--- src/rtl/x86_pkg.sv ---
// Shared types for the x86 effective-address decoder.
// Holds state encodings, segment ids and the 16-bit rm base/index tables.
package x86_pkg;

    typedef enum logic [2:0] {
        ST_IDLE  = 3'd0,
        ST_MODRM = 3'd1,
        ST_SIB   = 3'd2,
        ST_DISP  = 3'd3,
        ST_CALC  = 3'd4
    } ea_state_e;

    localparam logic [2:0] SEG_ES = 3'd0;
    localparam logic [2:0] SEG_CS = 3'd1;
    localparam logic [2:0] SEG_SS = 3'd2;
    localparam logic [2:0] SEG_DS = 3'd3;
    localparam logic [2:0] SEG_FS = 3'd4;
    localparam logic [2:0] SEG_GS = 3'd5;

    localparam logic [2:0] REG_BX = 3'd3;
    localparam logic [2:0] REG_SP = 3'd4;
    localparam logic [2:0] REG_BP = 3'd5;
    localparam logic [2:0] REG_SI = 3'd6;
    localparam logic [2:0] REG_DI = 3'd7;

    // rm 4/5 use si/di as the lone base term so they share the base read port
    function automatic logic [2:0] rm16_base(input logic [2:0] rm);
        logic [2:0] r;
        case (rm)
            3'd0, 3'd1, 3'd7: r = REG_BX;
            3'd2, 3'd3, 3'd6: r = REG_BP;
            3'd4:             r = REG_SI;
            default:          r = REG_DI;
        endcase
        return r;
    endfunction

    function automatic logic [2:0] rm16_index(input logic [2:0] rm);
        return rm[0] ? REG_DI : REG_SI;
    endfunction

endpackage

--- src/rtl/x86_ea_calc.sv ---
// Effective-address adder: base + scaled index + displacement.
// 16-bit mode wraps the sum at 2^16 and zero-extends it.
module x86_ea_calc #(
    parameter int EA_W = 32
) (
    input  logic            mode32_i,
    input  logic            base_en_i,
    input  logic [31:0]     base_val_i,
    input  logic            index_en_i,
    input  logic [31:0]     index_val_i,
    input  logic [1:0]      scale_i,
    input  logic [31:0]     disp_i,
    output logic [EA_W-1:0] ea_o
);

    logic [31:0] base_t;
    logic [31:0] index_t;
    logic [31:0] sum;
    logic [31:0] full;

    always_comb begin
        base_t  = base_en_i ? base_val_i : 32'd0;
        index_t = index_en_i ? (index_val_i << scale_i) : 32'd0;
        sum     = base_t + index_t + disp_i;
        full    = mode32_i ? sum : {16'd0, sum[15:0]};
    end

    assign ea_o = full[EA_W-1:0];

endmodule

--- src/rtl/x86_ea_decoder.sv ---
// ModRM/SIB/displacement decoder, one instruction byte per enabled cycle.
// Produces reg/rm fields, memory form, effective address and segment.
module x86_ea_decoder
    import x86_pkg::*;
#(
    parameter bit ADDR32_EN = 1'b1,
    parameter int EA_W      = 32
) (
    input  logic            clock,
    input  logic            reset_n,
    input  logic            locked,
    input  logic            start,
    input  logic            adsize,
    input  logic            seg_ovr,
    input  logic [2:0]      seg_ovr_id,
    input  logic [7:0]      i_data,
    output logic            byte_take,
    output logic [2:0]      rd_base_id,
    output logic [2:0]      rd_index_id,
    input  logic [31:0]     base_val,
    input  logic [31:0]     index_val,
    output logic [2:0]      reg_field,
    output logic [2:0]      rm_field,
    output logic            is_mem,
    output logic [EA_W-1:0] ea,
    output logic [2:0]      seg_id,
    output logic            busy,
    output logic            done
);

    ea_state_e       state_q, state_d;
    logic            adsize_q, ovr_q, is_mem_q;
    logic [2:0]      ovr_id_q, rd_base_q, rd_index_q, seg_q;
    logic [7:0]      modrm_q;
    logic [31:0]     disp_q, disp_ext;
    logic [2:0]      dlen_q, dcnt_q;
    logic            base_en_q, index_en_q, ss_q;
    logic [1:0]      scale_q;
    logic [EA_W-1:0] ea_q, calc_ea;
    logic [2:0]      calc_seg;

    logic       mode32, m_sib, s_nobase;
    logic [1:0] mod_i, mod_q;
    logic [2:0] rm_i, m_len, s_len;

    assign mode32 = ADDR32_EN && adsize_q;
    assign mod_i  = i_data[7:6];
    assign rm_i   = i_data[2:0];
    assign mod_q  = modrm_q[7:6];

    always_comb begin
        m_len = 3'd0;
        case (mod_i)
            2'b01: m_len = 3'd1;
            2'b10: m_len = mode32 ? 3'd4 : 3'd2;
            2'b00: begin
                if (mode32 && rm_i == 3'd5)
                    m_len = 3'd4;
                else if (!mode32 && rm_i == 3'd6)
                    m_len = 3'd2;
            end
            default: m_len = 3'd0;
        endcase
        m_sib    = mode32 && mod_i != 2'b11 && rm_i == REG_SP;
        s_nobase = i_data[2:0] == REG_BP && mod_q == 2'b00;
        case (mod_q)
            2'b01:   s_len = 3'd1;
            2'b10:   s_len = 3'd4;
            default: s_len = s_nobase ? 3'd4 : 3'd0;
        endcase
    end

    always_ff @(posedge clock or negedge reset_n) begin
        if (!reset_n)
            state_q <= ST_IDLE;
        else if (locked)
            state_q <= state_d;
    end

    always_comb begin
        state_d = state_q;
        case (state_q)
            ST_IDLE:  if (start) state_d = ST_MODRM;
            ST_MODRM: begin
                if (mod_i == 2'b11)
                    state_d = ST_CALC;
                else if (m_sib)
                    state_d = ST_SIB;
                else if (m_len != 3'd0)
                    state_d = ST_DISP;
                else
                    state_d = ST_CALC;
            end
            ST_SIB:   state_d = (s_len != 3'd0) ? ST_DISP : ST_CALC;
            ST_DISP:  if (dcnt_q == dlen_q - 3'd1) state_d = ST_CALC;
            ST_CALC:  state_d = ST_IDLE;
            default:  state_d = ST_IDLE;
        endcase
    end

    always_ff @(posedge clock or negedge reset_n) begin
        if (!reset_n) begin
            adsize_q   <= 1'b0;
            ovr_q      <= 1'b0;
            ovr_id_q   <= 3'd0;
            modrm_q    <= 8'd0;
            is_mem_q   <= 1'b0;
            disp_q     <= 32'd0;
            dlen_q     <= 3'd0;
            dcnt_q     <= 3'd0;
            rd_base_q  <= 3'd0;
            rd_index_q <= 3'd0;
            base_en_q  <= 1'b0;
            index_en_q <= 1'b0;
            scale_q    <= 2'd0;
            ss_q       <= 1'b0;
            ea_q       <= '0;
            seg_q      <= SEG_DS;
        end else if (locked) begin
            case (state_q)
                ST_IDLE: begin
                    if (start) begin
                        adsize_q <= adsize;
                        ovr_q    <= seg_ovr;
                        ovr_id_q <= seg_ovr_id;
                    end
                end
                ST_MODRM: begin
                    modrm_q  <= i_data;
                    is_mem_q <= mod_i != 2'b11;
                    disp_q   <= 32'd0;
                    dcnt_q   <= 3'd0;
                    dlen_q   <= m_len;
                    scale_q  <= 2'd0;
                    if (mode32) begin
                        rd_base_q  <= rm_i;
                        rd_index_q <= 3'd0;
                        index_en_q <= 1'b0;
                        base_en_q  <= !(mod_i == 2'b00 && rm_i == REG_BP);
                        ss_q       <= rm_i == REG_BP && mod_i != 2'b00;
                    end else begin
                        rd_base_q  <= rm16_base(rm_i);
                        rd_index_q <= rm16_index(rm_i);
                        index_en_q <= !rm_i[2];
                        base_en_q  <= !(mod_i == 2'b00 && rm_i == 3'd6);
                        ss_q       <= rm16_base(rm_i) == REG_BP &&
                                      !(mod_i == 2'b00 && rm_i == 3'd6);
                    end
                end
                ST_SIB: begin
                    rd_base_q  <= i_data[2:0];
                    rd_index_q <= i_data[5:3];
                    index_en_q <= i_data[5:3] != REG_SP;
                    scale_q    <= i_data[7:6];
                    base_en_q  <= !s_nobase;
                    ss_q       <= !s_nobase &&
                                  (i_data[2:0] == REG_SP || i_data[2:0] == REG_BP);
                    dlen_q     <= s_len;
                end
                ST_DISP: begin
                    disp_q[{dcnt_q[1:0], 3'b000} +: 8] <= i_data;
                    dcnt_q <= dcnt_q + 3'd1;
                end
                ST_CALC: begin
                    ea_q  <= calc_ea;
                    seg_q <= calc_seg;
                end
                default: ;
            endcase
        end
    end

    assign disp_ext = (dlen_q == 3'd1) ? {{24{disp_q[7]}}, disp_q[7:0]} : disp_q;
    assign calc_seg = ovr_q ? ovr_id_q : (ss_q ? SEG_SS : SEG_DS);

    x86_ea_calc #(.EA_W(EA_W)) u_calc (
        .mode32_i    (mode32),
        .base_en_i   (base_en_q),
        .base_val_i  (base_val),
        .index_en_i  (index_en_q),
        .index_val_i (index_val),
        .scale_i     (scale_q),
        .disp_i      (disp_ext),
        .ea_o        (calc_ea)
    );

    // ea/seg_id follow the adder while done is high, then hold the captured copy
    always_comb begin
        byte_take = 1'b0;
        unique case (1'b1)
            state_q == ST_MODRM,
            state_q == ST_SIB,
            state_q == ST_DISP: byte_take = 1'b1;
            default:            byte_take = 1'b0;
        endcase
        busy   = state_q != ST_IDLE;
        done   = state_q == ST_CALC;
        ea     = (state_q == ST_CALC) ? calc_ea : ea_q;
        seg_id = (state_q == ST_CALC) ? calc_seg : seg_q;
    end

    assign rd_base_id  = rd_base_q;
    assign rd_index_id = rd_index_q;
    assign reg_field   = modrm_q[5:3];
    assign rm_field    = modrm_q[2:0];
    assign is_mem      = is_mem_q;

endmodule

--- config.mk ---
export PLATFORM = sky130hd
export DESIGN_NAME = x86_ea_decoder
export DESIGN_NICKNAME = d
export VERILOG_FILES = /design/src/rtl/x86_pkg.sv /design/src/rtl/x86_ea_calc.sv /design/src/rtl/x86_ea_decoder.sv
export SDC_FILE = /design/constraint.sdc
export NUM_CORES = 1
export LEC_CHECK = 0
export CELL_PAD_IN_SITES_DETAIL_PLACEMENT = 1
export CELL_PAD_IN_SITES_GLOBAL_PLACEMENT = 2
export CORE_MARGIN = 4
export CORE_UTILIZATION = 35
export DETAILED_ROUTE_END_ITERATION = 10
export PLACE_DENSITY = 0.9
export SLEW_MARGIN = 5
export SYNTH_ARGS = -nofsm -noshare
export SYNTH_HDL_FRONTEND = slang
export SYNTH_SLANG_ARGS = --single-unit
export TNS_END_PERCENT = 30
--- constraint.sdc ---
create_clock -name clock -period 11.3 [get_ports clock]
set_clock_uncertainty 0.05 [all_clocks]
set_input_delay 2.825 -clock clock [delete_from_list [all_inputs] [get_ports clock]]
set_output_delay 2.825 -clock clock [all_outputs]
set_load 0.05 [all_outputs]
==> flow_summary.yaml, run 1 <==
outcome:
  status: "complete, no violations"
cts:
  clk_transition_reported_paths_ns: 0.07
  clock_latency_ns: 0.36
  cts-root-buf: "clkbuf_16"
  cts_resized: 0
  cts_buffers: 9
  cts.sinks: 101
  cts_tree: "built"
  postCtsSetupRepairBufs: 0
  cts_max_path_buffers: 2
  h-tree-depth: 3
  hold_buffers: 0
timing:
  relSlewSlack_pct: 16.2
  final.period_utilization_pct: 89.9
  fmax_mhz: 98.4
  finalHoldWorstSlack_ns: 0.430
  rsz0062_at_grt: "false"
  tightest_slew_ns: 1.25
  maxSlewViolCount: 0
  finalHoldViolCount: 0
  setup_tns_ns: 0
  setup_slack_ns: 1.14
  final-setup-viol-count: 0
  post-route-min-period_ns: 10.16
floorplan:
  core_sq_mm: 0.0236
  ios: 132
  start_util_pct: 35.9
  die_h_microns: 164
  rows: 56
  die_width_microns: 164
  die-area_sq_mm: 0.0268
yosys:
  avgSynthCellArea_sq_um: 8.44
  yosys_register_bits: 101
  synth_cell_type_count: 66
  syn_area_sq_mm: 0.00847
  yosys.area.top_type_share_pct: 29.2
  ys_top_cells_by_count: "nand2_1, dfrtp_1, a21oi_1, inv_1, o21ai_0"
  synth_nets: 1158
  synth_seq_area_share_pct: 29.9
  synth_most_common_cell: "nand2_1"
  synth_edf_count: 0
  async_flop_share_pct: 100
  ys_top_cells_by_area: "dfrtp_1, nand2_1, fa_1"
  synth_top_area_cell: "dfrtp_1"
  synthCells: 1004
  yosysWarnings: 0
  synth_flop_cell: "dfrtp_1"
drt:
  drt_iter0_markers: 313
  ant_nets: 0
  wl_microns: 27000
  wl_per_cell_microns: 19.1
  dr.pass1.iters: 4
  via_per_inst: 5.40
  drc: 0
  vias: 7641
setup_path:
  end_kind: "primary output"
  worstPathRequired_ns: 8.43
  reg2reg_to: "ea_q[28]"
  worstSetupStartpointType: "input pin"
  reg2regPathDepth: 13
  cp_data_arrival_time_ns: 7.29
  critical-path-max-stage-delay_ns: 0.79
  worstSetupPathType: "input pin to primary output"
  crit_chain: "clkdlybuf4s50_1 -> mux2i_1 -> nor3b_1 -> fa_1 -> ha_1 -> inv_1 -> fa_1 -> nor2b_1 -> o31a_1 -> o31a_1 -> o32ai_2 -> o21ai_1 -> xor2_1 -> a22o_1 -> clkdlybuf4s50_1"
  setup.worst_path.start: "index_val[0]"
  slowest_stage: "clkdlybuf4s50_1"
  r2r-start: "scale_q[1]"
  regToRegSetupSlack_ns: 6.17
  crit_buf_inv: 3
  cp_top_family: "compound AO/OA/AOI/OAI gates"
  crit_fanout: 4
placed_design:
  portBuffers: 131
  dpl.hpwl_microns: 20900
  place_inst: 1399
  gp_congestion: 0.867
  pre_cts_slack_ns: 1.17
hold_path:
  holdPathStages: 2
  hold_path_class: "flip-flop to flip-flop"
  holdPathEnd: "ea_q[24]"
  min_from: "ea_q[24]"
power:
  p_per_area_mw_per_mm2: 329
  p_leak_uw: 0.00460
  max-vdd-ir-drop_mv: 0.160
  fin_total_pwr_uw: 3380
global_route:
  antenna_found_initial: 0
  overflow: 0
  grt_pass1_vias: 8085
  grt_first_pass_wirelength_microns: 43500
  track_usage_pct: 20.4
  grt_max_degree: 75
finish:
  fin_nets: 1245
  finalNonFillerCells: 1415
  area_growth_pct: 21.3
  antenna_cells: 0
  drive_above_1_share_pct: 5.93
run:
  maxCapViolations: 0
-- registers in the layout, summed over array words and instances, names as in the netlist --
| name | count |
|---|---|
| adsize_q | 1 |
| dlen_q | 3 |
| disp_q | 32 |
| ovr_q | 1 |
| ss_q | 1 |
| rd_index_id | 3 |
| base_en_q | 1 |
| scale_q | 2 |
| rd_base_id | 3 |
| state_q | 3 |
| seg_q | 3 |
| dcnt_q | 3 |
| ea_q | 32 |
| index_en_q | 1 |
| modrm_q | 8 |
| is_mem | 1 |
| ovr_id_q | 3 |
-- area by class of cell --
type,count,area (sq um)
fillers,2802,13300
inverters,71,267
clock inverters,7,83.8
repair buffers,138,1360
flip-flops and latches,101,2530
clock buffers,9,225
multi-input cells,770,5410
well taps,319,399
-- metrics by stage --
step / instance area [sq um] / util [%]
finish: 10300 / 43.5
floorplan: 8470 / -
global placement: 9970 / 42.2
global route: 10300 / 43.5
detailed placement: 9970 / 42.2
CTS: 10300 / 43.5
-- where the power goes --
group          switching [uW]  internal, uW
Clock                     156           176
Combinational            1520           889
Sequential                149           486
Total                    1830          1550
-- metal layers --
metal  vias to the layer above  GRT usage (%)  share of wire (%)
li1                       3710              -                  -
met1                      3765           27.5                 47
met2                       135           34.8                 48
met3                        31           3.03                3.2
met4                         0           4.65                1.8
met5                         -              0                  0
-- worst min-delay path, stage by stage (launching register included) --
cell and delay [ns]:
dfrtp_1 0.34, nand2_1 0.04, o21ai_0 0.06
-- cells by family after synthesis --
family / after synthesis / share of synthesized area (%)
buffers and inverters: 133 / 6.25
AO/OA/AOI/OAI: 272 / 21.6
multiplexers: 60 / 7.47
adder cells (fa/ha/maj): 73 / 13.6
XOR/XNOR: 29 / 3.00
AND/OR/NAND/NOR: 336 / 18.2
flip-flops: 101 / 29.9
-- worst max path at each step --
| stage | cells past startpoint | slack (ns) | to |
|---|---|---|---|
| 4_1_cts | 15 | 1.14 | ea[29] |
| 6_report | 15 | 1.14 | ea[29] |
| 3_3_place_gp | 15 | 1.24 | ea[29] |
| 2_1_floorplan | 11 | 1.91 | ea[21] |
| 3_5_place_dp | 15 | 1.17 | ea[29] |
| 5_1_grt | 16 | 0.89 | ea[27] |
-- placed cells by master, fill, tap and decap left out, types with 7 or more instances in the layout --
master,count
a21o_1,12
a21oi_1,73
a22o_1,47
a31oi_1,9
and2_1,14
and3_1,9
buf_4,8
clkbuf_16,9
clkdlybuf4s50_1,130
dfrtp_1,98
fa_1,32
ha_1,41
inv_1,70
mux2_2,26
mux2i_1,34
nand2_1,174
nand3_1,38
nand4_1,13
nor2_1,43
nor2b_1,7
nor4_1,8
o21a_1,10
o21ai_0,57
o31ai_1,8
xnor2_1,22
xor2_1,7
Power figures use the tool's default switching activity.
==> run 2: changes to the inputs <==
--- a/config.mk
+++ b/config.mk
@@ -10,8 +10,8 @@
 export CORE_MARGIN = 4
 export CORE_UTILIZATION = 35
 export DETAILED_ROUTE_END_ITERATION = 10
-export PLACE_DENSITY = 0.9
-export SLEW_MARGIN = 5
+export PLACE_DENSITY_LB_ADDON = 0.1
+export SLEW_MARGIN = 20
 export SYNTH_ARGS = -nofsm -noshare
 export SYNTH_HDL_FRONTEND = slang
 export SYNTH_SLANG_ARGS = --single-unit
==> run 2 against run 1 <==
Effect of this change:
- non-clock buffer count rose by 2
- sequential share of layout area about the same
- critical endpoint is now ea[31]
- highest routed layer unchanged
- first-iteration DRC count increased by 49%
- die area unchanged
- clock power down 5%
- critical path depth is the same
- global-route usage increased by 0.22 points
==> flow_summary.yaml, run 2 (synthesis gave the netlist of run 1 again) <==
cts:
  h-tree-depth: 3
  clock_latency_ns: 0.36
  cts_buffers: 9
  postCtsSetupRepairBufs: 0
  cts.sinks: 101
  cts-root-buf: "clkbuf_16"
  cts_max_path_buffers: 2
  cts_tree: "built"
  hold_buffers: 0
  cts_resized: 0
  clk_transition_reported_paths_ns: 0.07
setup_path:
  cp_top_family: "buffers and inverters"
  reg2reg_to: "ea_q[28]"
  reg2regPathDepth: 16
  slowest_stage: "clkdlybuf4s50_1"
  worstSetupPathType: "input pin to primary output"
  worstSetupStartpointType: "input pin"
  crit_chain: "clkdlybuf4s50_1 -> mux2i_1 -> nor3b_1 -> fa_1 -> ha_1 -> inv_1 -> fa_1 -> nor2b_1 -> o31a_1 -> o31a_1 -> o211a_1 -> a211o_1 -> xnor2_1 -> a22o_1 -> clkdlybuf4s50_1"
  cp_data_arrival_time_ns: 7.23
  worstPathRequired_ns: 8.43
  regToRegSetupSlack_ns: 6.54
  crit_fanout: 4
  crit_buf_inv: 3
  end_kind: "primary output"
  r2r-start: "dlen_q[1]"
  critical-path-max-stage-delay_ns: 0.80
floorplan:
  rows: 56
  die_width_microns: 164
  die-area_sq_mm: 0.0268
  core_sq_mm: 0.0236
  die_h_microns: 164
  start_util_pct: 35.9
  ios: 132
finish:
  drive_above_1_share_pct: 6.47
  fillCellCount: 2801
  antenna_cells: 0
  fin_nets: 1247
  area_growth_pct: 21.5
  final_cell_mix: "nand2_1, clkdlybuf4s50_1, dfrtp_1"
  largestRegisters: "disp_q x32, ea_q x32, modrm_q x8"
  layout_commonest_cell: "nand2_1"
  design_area_sq_mm: 0.0103
timing:
  finalHoldViolCount: 0
  finalHoldWorstSlack_ns: 0.431
  post-route-min-period_ns: 10.11
  tightest_slew_ns: 0.984
  final-setup-viol-count: 0
  final.period_utilization_pct: 89.4
  relSlewSlack_pct: 34.3
  rsz0062_at_grt: "false"
  setup_tns_ns: 0
  maxSlewViolCount: 0
  fmax_mhz: 98.9
drt:
  ant_nets: 0
  wl_per_cell_microns: 19.1
  dr.pass1.iters: 5
  vias: 7545
  drt_iter0_markers: 466
  drc: 0
  via_per_inst: 5.32
  wl_microns: 27100
placed_design:
  place_area_sq_mm: 0.0100
  gp_congestion: 0.830
  dpl.hpwl_microns: 21400
  portBuffers: 131
power:
  p_per_area_mw_per_mm2: 327
  p_leak_uw: 0.00460
  max-vdd-ir-drop_mv: 0.133
  fin_total_pwr_uw: 3370
hold_path:
  holdPathEnd: "ea_q[15]"
  min_from: "ea_q[15]"
  holdPathStages: 2
  hold_path_class: "flip-flop to flip-flop"
global_route:
  overflow: 0
  antenna_found_initial: 0
  grt_first_pass_wirelength_microns: 43800
  grt_max_degree: 72
  track_usage_pct: 20.6
  grt_pass1_vias: 7830
outcome:
  status: "complete, no violations"
run:
  maxCapViolations: 0
[run 2: cell count changes in the layout (fill, tap and decap cells not counted), sizes merged]
cell    before  now
buf          8   10
clkinv       4    3
bufinv       1    0
inv         72   74
[run 2: report_power, final]
group          internal, uW  switching [uW]
Sequential              487             142
Combinational           891            1530
Clock                   155             159
Total                  1530            1830
[run 2: cell type report]
type | instances | area (sq um) | area share, %
clock buffer | 9 | 225 | 2.19
clock inverter | 7 | 66.3 | 0.644
inverter | 71 | 267 | 2.59
multi-input combinational | 770 | 5430 | 52.7
sequential | 101 | 2530 | 24.6
tap | 319 | 399 | 3.88
timing repair buffer | 140 | 1380 | 13.4
[run 2: tightest hold or removal path, delay by kind of cell (launching register included)]
kind | cells | cell delay, ns
AND/OR/NAND/NOR | 1 | 0.05
flip-flops | 1 | 0.34
AO/OA/AOI/OAI | 1 | 0.06
[run 2: how the worst max path moves through the flow]
stage             startpoint      to  depth (start not counted)
6_report        index_val[0]  ea[31]                         15
2_1_floorplan   index_val[2]  ea[21]                         11
5_1_grt         index_val[0]  ea[31]                         15
3_5_place_dp    index_val[0]  ea[31]                         15
3_3_place_gp   index_val[20]  ea[30]                         15
4_1_cts         index_val[0]  ea[31]                         15
[run 2: stage by stage]
| stage | instances | setup slack (ns) | utilization [%] |
|---|---|---|---|
| finish | 1417 | 1.19 | 43.6 |
| global route | 1417 | 0.891 | 43.6 |
| CTS | 1417 | 1.16 | 43.6 |
| detailed placement | 1401 | 1.18 | 42.3 |
| global placement | 1401 | 1.23 | 42.3 |
| floorplan | 1004 | 1.91 | - |
[run 2: layer usage]
layer	track usage (%)	up-vias	routed length, microns
met4	4.00	0	275
met3	2.14	13	696
met1	29.7	3720	13300
met5	0	-	0
li1	-	3711	-
met2	34.0	101	12900
==> run 3: changes to the inputs <==
--- a/config.mk
+++ b/config.mk
@@ -7,6 +7,7 @@
 export LEC_CHECK = 0
 export CELL_PAD_IN_SITES_DETAIL_PLACEMENT = 1
 export CELL_PAD_IN_SITES_GLOBAL_PLACEMENT = 2
+export CORE_ASPECT_RATIO = 1.25
 export CORE_MARGIN = 4
 export CORE_UTILIZATION = 35
 export DETAILED_ROUTE_END_ITERATION = 10
==> run 3 against run 2 <==
Effect of this change:
- combinational power hardly changed
- largest cell class unchanged
- critical path type unchanged
- sequential share of layout area is 0.069 points lower
- global-route usage is 0.11 points higher
- highest routed layer unchanged
==> flow_summary.yaml, run 3 (synthesis gave the netlist of run 1 again) <==
outcome:
  status: "complete, no violations"
setup_path:
  crit_buf_inv: 3
  worstPathRequired_ns: 8.43
  end_kind: "primary output"
  regToRegSetupSlack_ns: 6.75
  worstSetupStartpointType: "input pin"
  critical-path-max-stage-delay_ns: 0.80
  cp_data_arrival_time_ns: 7.33
  worstSetupPathType: "input pin to primary output"
  slowest_stage: "clkdlybuf4s50_1"
  crit_chain: "clkdlybuf4s50_1 -> mux2i_1 -> nor2_1 -> a31oi_1 -> nor2b_1 -> fa_1 -> inv_1 -> fa_1 -> nor2b_1 -> o31a_1 -> o31a_1 -> o211a_1 -> o21bai_2 -> or4_1 -> nand3_1 -> clkdlybuf4s50_1"
  crit_fanout: 8
  cp_top_family: "buffers and inverters"
drt:
  dr.pass1.iters: 5
  wl_microns: 27700
  drc: 0
  via_per_inst: 5.33
  drt_iter0_markers: 303
  ant_nets: 0
  vias: 7600
  wl_per_cell_microns: 19.4
run:
  maxCapViolations: 0
timing:
  setup_tns_ns: 0
  fmax_mhz: 98.0
  relSlewSlack_pct: 30.9
  rsz0062_at_grt: "false"
  setup_slack_ns: 1.10
  finalHoldViolCount: 0
  finalHoldWorstSlack_ns: 0.434
  tightest_slew_ns: 1.03
  post-route-min-period_ns: 10.20
  maxSlewViolCount: 0
  final.period_utilization_pct: 90.3
  final-setup-viol-count: 0
global_route:
  overflow: 0
  grt_max_degree: 62
  met2_usage_pct: 35.7
  grt.busiest_layer: "met2"
  use_met3_pct: 2.75
  use_met1_pct: 27.7
  track_usage_pct: 20.8
  grt_pass1_vias: 8022
  grt_first_pass_wirelength_microns: 44600
  antenna_found_initial: 0
floorplan:
  start_util_pct: 35.6
  rows: 63
  die-area_sq_mm: 0.0268
  die_h_microns: 182
  core_sq_mm: 0.0238
  die_width_microns: 147
  ios: 132
finish:
  layout_commonest_cell: "nand2_1"
  area_growth_pct: 21.8
  largestRegisters: "disp_q x32, ea_q x32, modrm_q x8"
  drive_above_1_share_pct: 6.45
  fin_nets: 1249
  final_cell_mix: "nand2_1, clkdlybuf4s50_1, dfrtp_1"
  antenna_cells: 0
  fillCellCount: 2852
cts:
  clock_latency_ns: 0.36
  postCtsSetupRepairBufs: 0
  cts.sinks: 101
  cts-root-buf: "clkbuf_16"
  clk_transition_reported_paths_ns: 0.08
  h-tree-depth: 3
  cts_buffers: 9
  cts_max_path_buffers: 2
  hold_buffers: 0
  cts_resized: 0
  cts_tree: "built"
placed_design:
  portBuffers: 131
  gp_congestion: 0.858
  dpl.hpwl_microns: 21700
  pre_cts_slack_ns: 1.11
power:
  p_leak_uw: 0.00461
  p_per_area_mw_per_mm2: 326
  fin_total_pwr_uw: 3360
  max-vdd-ir-drop_mv: 0.148
hold_path:
  hold_path_class: "flip-flop to flip-flop"
-- run 3: cell count changes in the layout (fill, tap and decap cells not counted) --
cell | before | now
dfrtp_2 | 3 | 2
inv_6 | 3 | 2
buf_4 | 10 | 12
clkinv_4 | 0 | 1
clkbuf_1 | 0 | 1
dfrtp_1 | 96 | 97
inv_8 | 1 | 2
clkinv_2 | 1 | 0
clkinvlp_4 | 1 | 0
-- run 3: report_power, final --
group / internal [uW] / total [uW] / switching, uW / leakage, uW
registers: 487 / 617 / 130 / 0.00130
clock network: 157 / 324 / 167 / 0.000144
logic: 891 / 2420 / 1530 / 0.00317
total: 1540 / 3360 / 1830 / 0.00461
-- run 3: area by class of cell --
| class | instances | area (sq um) | share of cell area, % |
|---|---|---|---|
| well taps | 325 | 407 | 3.94 |
| clock inverters | 6 | 65.1 | 0.631 |
| flip-flops and latches | 101 | 2530 | 24.5 |
| inverters | 71 | 267 | 2.58 |
| repair buffers | 142 | 1390 | 13.5 |
| clock buffers | 10 | 229 | 2.22 |
| multi-input cells | 770 | 5430 | 52.6 |
-- run 3: worst paths after layout --
| kind | start | end | cells past startpoint |
|---|---|---|---|
| min in group asynchronous | reset_n | ea_q[4] | 1 |
| max in group asynchronous | reset_n | scale_q[0] | 2 |
| min | ea_q[28] | ea_q[28] | 2 |
| max | index_val[2] | ea[23] | 16 |
| max reg2reg | scale_q[1] | ea_q[23] | 15 |
| min reg2reg | ea_q[28] | ea_q[28] | 2 |
-- run 3: through the flow --
step                      instances  util (%)  area (sq um)
after floorplan                1004         -          8470
after global placement         1409      42.0         10000
after detailed placement       1409      42.0         10000
after CTS                      1425      43.3         10300
after global routing           1425      43.3         10300
final                          1425      43.3         10300
-- run 3: per-layer routing --
metal	wire, microns	part of all wire (%)
met2	13700	49
met1	12700	46
met5	0	0
met4	458	1.7
met3	805	2.9
-- run 3: tightest hold or removal path, cell delays in order (launching register included) --
cell	delay [ns]
dfrtp_1	0.35
nand2_1	0.05
o21ai_0	0.06
